**src/rtl/cdb_arbiter.sv**
```systemverilog
// Common data bus arbiter: one holding register per result source, one registered broadcast per cycle.
// Define CDB_ARB_RR_EN for round-robin arbitration; the default build is fixed priority (source 0 highest).
module cdb_arbiter #(
    parameter int NSRC = 3,
    parameter int TAGW = 4
) (
    input  logic                 clk,
    input  logic                 rst,
    input  logic                 rdy,
    input  logic                 flush,
    input  logic [NSRC-1:0]      req_valid,
    input  logic [32*NSRC-1:0]   req_value,
    input  logic [TAGW*NSRC-1:0] req_tag,
    output logic [NSRC-1:0]      req_ready,
    output logic                 cdb_valid,
    output logic [31:0]          cdb_value,
    output logic [TAGW-1:0]      cdb_tag
);

    // Handshake: a result moves into hold[i] on any rising edge where req_valid[i] and
    // req_ready[i] are both high; req_ready is combinational and may drop without notice.

    logic [NSRC-1:0] hold_v;
    logic [31:0]     hold_val [NSRC];
    logic [TAGW-1:0] hold_tag [NSRC];
    logic [NSRC-1:0] grant;
    logic [31:0]     gnt_val;
    logic [TAGW-1:0] gnt_tag;
    logic            active;

    assign active = rdy & ~flush & ~rst;

`ifdef CDB_ARB_RR_EN
    localparam int PTRW = (NSRC > 1) ? $clog2(NSRC) : 1;

    logic [PTRW-1:0] ptr;
    logic [PTRW-1:0] gnt_idx;

    // Search begins one past the last winner and wraps around.
    always_comb begin
        int idx;
        grant = '0;
        idx   = 0;
        for (int k = 1; k <= NSRC; k++) begin
            idx = int'(ptr) + k;
            if (idx >= NSRC) idx = idx - NSRC;
            if (active && hold_v[idx] && grant == '0) grant[idx] = 1'b1;
        end
    end

    always_comb begin
        gnt_idx = '0;
        for (int i = 0; i < NSRC; i++) begin
            if (grant[i]) gnt_idx = PTRW'(i);
        end
    end

    always_ff @(posedge clk) begin
        if (rst || flush) begin
            ptr <= PTRW'(NSRC - 1);
        end else if (rdy && grant != '0) begin
            ptr <= gnt_idx;
        end
    end
`else
    always_comb begin
        grant = '0;
        for (int i = 0; i < NSRC; i++) begin
            if (active && hold_v[i] && grant == '0) grant[i] = 1'b1;
        end
    end
`endif

    // Grant is one-hot, so an OR-reduction acts as the winner mux.
    always_comb begin
        gnt_val = '0;
        gnt_tag = '0;
        for (int i = 0; i < NSRC; i++) begin
            if (grant[i]) begin
                gnt_val = gnt_val | hold_val[i];
                gnt_tag = gnt_tag | hold_tag[i];
            end
        end
    end

    always_comb begin
        for (int i = 0; i < NSRC; i++) begin
            req_ready[i] = active & (~hold_v[i] | grant[i]);
        end
    end

    always_ff @(posedge clk) begin
        if (rst) begin
            hold_v    <= '0;
            cdb_valid <= 1'b0;
            cdb_value <= '0;
            cdb_tag   <= '0;
        end else if (flush) begin
            hold_v    <= '0;
            cdb_valid <= 1'b0;
        end else if (rdy) begin
            cdb_valid <= |grant;
            if (|grant) begin
                cdb_value <= gnt_val;
                cdb_tag   <= gnt_tag;
            end
            // A same-edge refill of a granted entry wins over the clear.
            for (int i = 0; i < NSRC; i++) begin
                if (req_valid[i] && req_ready[i]) begin
                    hold_v[i] <= 1'b1;
                end else if (grant[i]) begin
                    hold_v[i] <= 1'b0;
                end
            end
        end
    end

    // Payload is qualified by hold_v, so it needs no reset.
    always_ff @(posedge clk) begin
        for (int i = 0; i < NSRC; i++) begin
            if (req_valid[i] && req_ready[i]) begin
                hold_val[i] <= req_value[32*i +: 32];
                hold_tag[i] <= req_tag[TAGW*i +: TAGW];
            end
        end
    end

endmodule

```
**config.mk**
```make
export PLATFORM = sky130hd
export DESIGN_NAME = cdb_arbiter
export DESIGN_NICKNAME = d
export VERILOG_FILES = /design/src/rtl/cdb_arbiter.sv
export SDC_FILE = /design/constraint.sdc
export NUM_CORES = 1
export LEC_CHECK = 0
export ABC_AREA = 1
export BUFFER_PORTS_ARGS = -buffer_cell sky130_fd_sc_hd__buf_2
export CORE_ASPECT_RATIO = 0.7
export CORE_UTILIZATION = 40
export DETAILED_ROUTE_END_ITERATION = 7
export GPL_TIMING_DRIVEN = 1
export PLACE_DENSITY = 0.63
export SLEW_MARGIN = 20
export SYNTH_ARGS = -nofsm -noshare
export SYNTH_HDL_FRONTEND = slang
export SYNTH_SLANG_ARGS = --single-unit
```
**constraint.sdc**
```tcl
create_clock -name clk -period 4 [get_ports clk]
set_clock_uncertainty 0.15 [all_clocks]
set_input_delay 0.2 -clock clk [delete_from_list [all_inputs] [get_ports clk]]
set_output_delay 0.2 -clock clk [all_outputs]
set_load 0.01 [all_outputs]
```
==> flow_summary.yaml <==
die:
  fp-row-count: 35
  die_area_um2: 14560
  coreArea_um2: 13440
  io_pins: 155
  die_w_um: 143.8
  start_util_pct: 41.88
  fp.dieH_um: 101.3
yosys:
  syn_inst: 500
  ys_seq_area_share_pct: 71.82
  syn_area_per_cell_um2: 11.26
  netlist-cell-type-count: 20
  syn-num-nets: 615
  yosys_warnings: 0
  syn-cell-area_um2: 5630
  synth-seq-cells: 148
final_layout:
  final_common_cell: "buf_2"
  syn2layout_area_growth_pct: 45.87
  final_cell_mix: "buf_2 (154), dlygate4sd3_1 (113), nor2_1 (112)"
  nNetsFinal: 877
  drive_gt1_share_pct: 25.68
setup_path:
  rr_startpoint: "hold_v[1]$_SDFFE_PP0P_"
  worstSetupPathType: "flop to flop"
  r2r-end: "cdb_value[14]$_SDFFE_PP0P_"
  worstPathArrival_ps: 2810
  worstPathRequired_ps: 4140
  worst_setup_path_end_kind: "flop"
  rr_worst_depth: 6
  r2r_slack_ps: 1340
  cp-start-kind: "flop"
  critPathMaxFanout: 48
global_routing:
  grt_overflow: 0
  grtUsageTotal_pct: 21.43
  antenna_found_initial: 1
  grt_start_max_net_pins: 49
  grt_pass1_vias: 4500
  grt_pass1_wl_um: 22750
hold_path:
  min_to: "hold_v[2]$_SDFFE_PP0P_"
  min_from: "rst"
  hold_class: "primary input to flop"
  hold_depth: 4
sta:
  tns_ps: 0
  finalHoldViolCount: 0
  maxSlewViolCount: 0
  finalSetupViolations: 0
  slew_headroom_pct: 34.48
  tightest_slew_ps: 981.8
  max_freq_ghz: 0.3757
  rsz0062_at_grt: "false"
  finalWorstSetupSlack_ps: 1338
  layout_worst_path_cycle_share_pct: 66.54
  period_needed_ps: 2662
  hold_ws_ps: 33.60
clock_tree:
  cts_setup_buffers: 0
  cts_resized: 0
  cts_made_buffers: 17
  cts_tree: "yes"
  clkTransAtPathRegs_ps: 60
  cts.root.buffer_cell: "clkbuf_16"
  clk_latency_ps: 420
  cts_buffer_depth: 2
  cts_sinks: 148
  htreeDepth: 4
routing:
  postRouteAntennaNets: 0
  remaining_drc_errors: 0
  dr_wl_met2_um: 7072
  wl_per_cell_um: 15.63
  wl_met3_um: 966
  wl_met1_um: 6739
  top_layer_used: "met4"
  drt-pass1-iter-count: 5
  finalWirelength_um: 15020
  vias_per_cell: 4.775
  dr.first_iter.drc_count: 299
  vias: 4589
run:
  drv_cap: 0
power:
  p_per_area_nw_per_um2: 412.0
  vdd_drop_max_v: 0.0002429
  leakagePower_nw: 3.390
place:
  dpl_worst_slack_ps: 1369
  routabilityCongestion: 0.7825
  numPortBuffers: 154
  dp_hpwl_um: 8664
outcome:
  status: "complete, no violations"
## stage by stage
step | std cells | total power, mW | util, % | cell area (um2)
6_report | 961 | 3.384 | 61.09 | 8213
5_1_grt | 961 | 3.504 | 61.09 | 8213
4_1_cts | 960 | 3.405 | 61.07 | 8210
3_5_place_dp | 815 | 1.852 | 48.57 | 6530
3_3_place_gp | 815 | 1.847 | 48.57 | 6530
2_1_floorplan | 500 | 1.770 | - | 5630
## state kept, by name, summed over array words and instances, names as in the netlist
name / flops
cdb_value: 32
hold_tag: 12
hold_v: 3
hold_val: 96
cdb_valid: 1
cdb_tag: 4
## how the worst max path moves through the flow
stage / startpoint / end / slack, ps / cells after the start
global placement: hold_v[1]$_SDFFE_PP0P_ / cdb_value[11]$_SDFFE_PP0P_ / 1470 / 6
detailed placement: hold_v[1]$_SDFFE_PP0P_ / cdb_value[14]$_SDFFE_PP0P_ / 1370 / 6
finish: hold_v[1]$_SDFFE_PP0P_ / cdb_value[14]$_SDFFE_PP0P_ / 1340 / 6
floorplan: hold_v[1]$_SDFFE_PP0P_ / hold_tag[0][4]$_DFFE_PP_ / 90 / 4
global route: hold_v[1]$_SDFFE_PP0P_ / cdb_value[14]$_SDFFE_PP0P_ / 1090 / 6
CTS: hold_v[1]$_SDFFE_PP0P_ / cdb_value[14]$_SDFFE_PP0P_ / 1350 / 6
## report_power, final
part	switching [mW]	total, mW	internal, mW
Combinational	0.0860	0.212	0.126
Clock	0.669	1.48	0.806
Sequential	0.0132	1.70	1.68
Total	0.768	3.38	2.62
## critical path: stages (launching register included)
cell and delay, ps:
dfxtp_2 820, nand3_1 220, nand3_2 660, buf_4 390
nand3_1 140, nor2_1 100, nor2_1 50
## cells by family after synthesis
family	after synthesis	share of synthesized area, %
AO/OA/AOI/OAI	41	3.689
buffers and inverters	75	5.600
AND/OR/NAND/NOR	236	18.89
flip-flops	148	71.82
## routing by layer
layer	track usage (%)	vias up
li1	-	2243
met2	35.44	184
met3	5.768	21
met1	27.29	2141
met5	0	-
met4	7.692	0
## what timing repair did
item,in CTS,in global routing
hold buffers,113,0
endpoints found under the hold margin,112,0
setup endpoints to repair,0,0
## synthesized netlist by cell type
cell,number,area share (%)
nor2_1,112,7.5
edfxtp_1,108,58
inv_1,46,3.1
nand2_1,43,2.9
dfxtp_1,40,14
nand3_1,40,3.6
o21ai_0,37,3.3
nand4_1,36,4.0
buf_2,15,1.3
clkbuf_1,8,0.53
buf_4,4,0.53
a21oi_1,3,0.27
buf_1,1,0.067
clkinv_1,1,0.067
nand3_2,1,0.18
nand4_4,1,0.38
nor2_2,1,0.11
nor2_4,1,0.20
nor3b_1,1,0.13
o31ai_1,1,0.13
## layout make-up
type / instances / area (um2)
well taps: 185 / 231.5
repair buffers: 271 / 1932
clock inverters: 15 / 123.9
clock buffers: 17 / 425.4
inverters: 47 / 176.4
diodes: 1 / 2.502
fillers: 1109 / 5231
multi-input cells: 277 / 1276
flip-flops and latches: 148 / 4045
No activity file was read; power rests on OpenSTA's default activity.
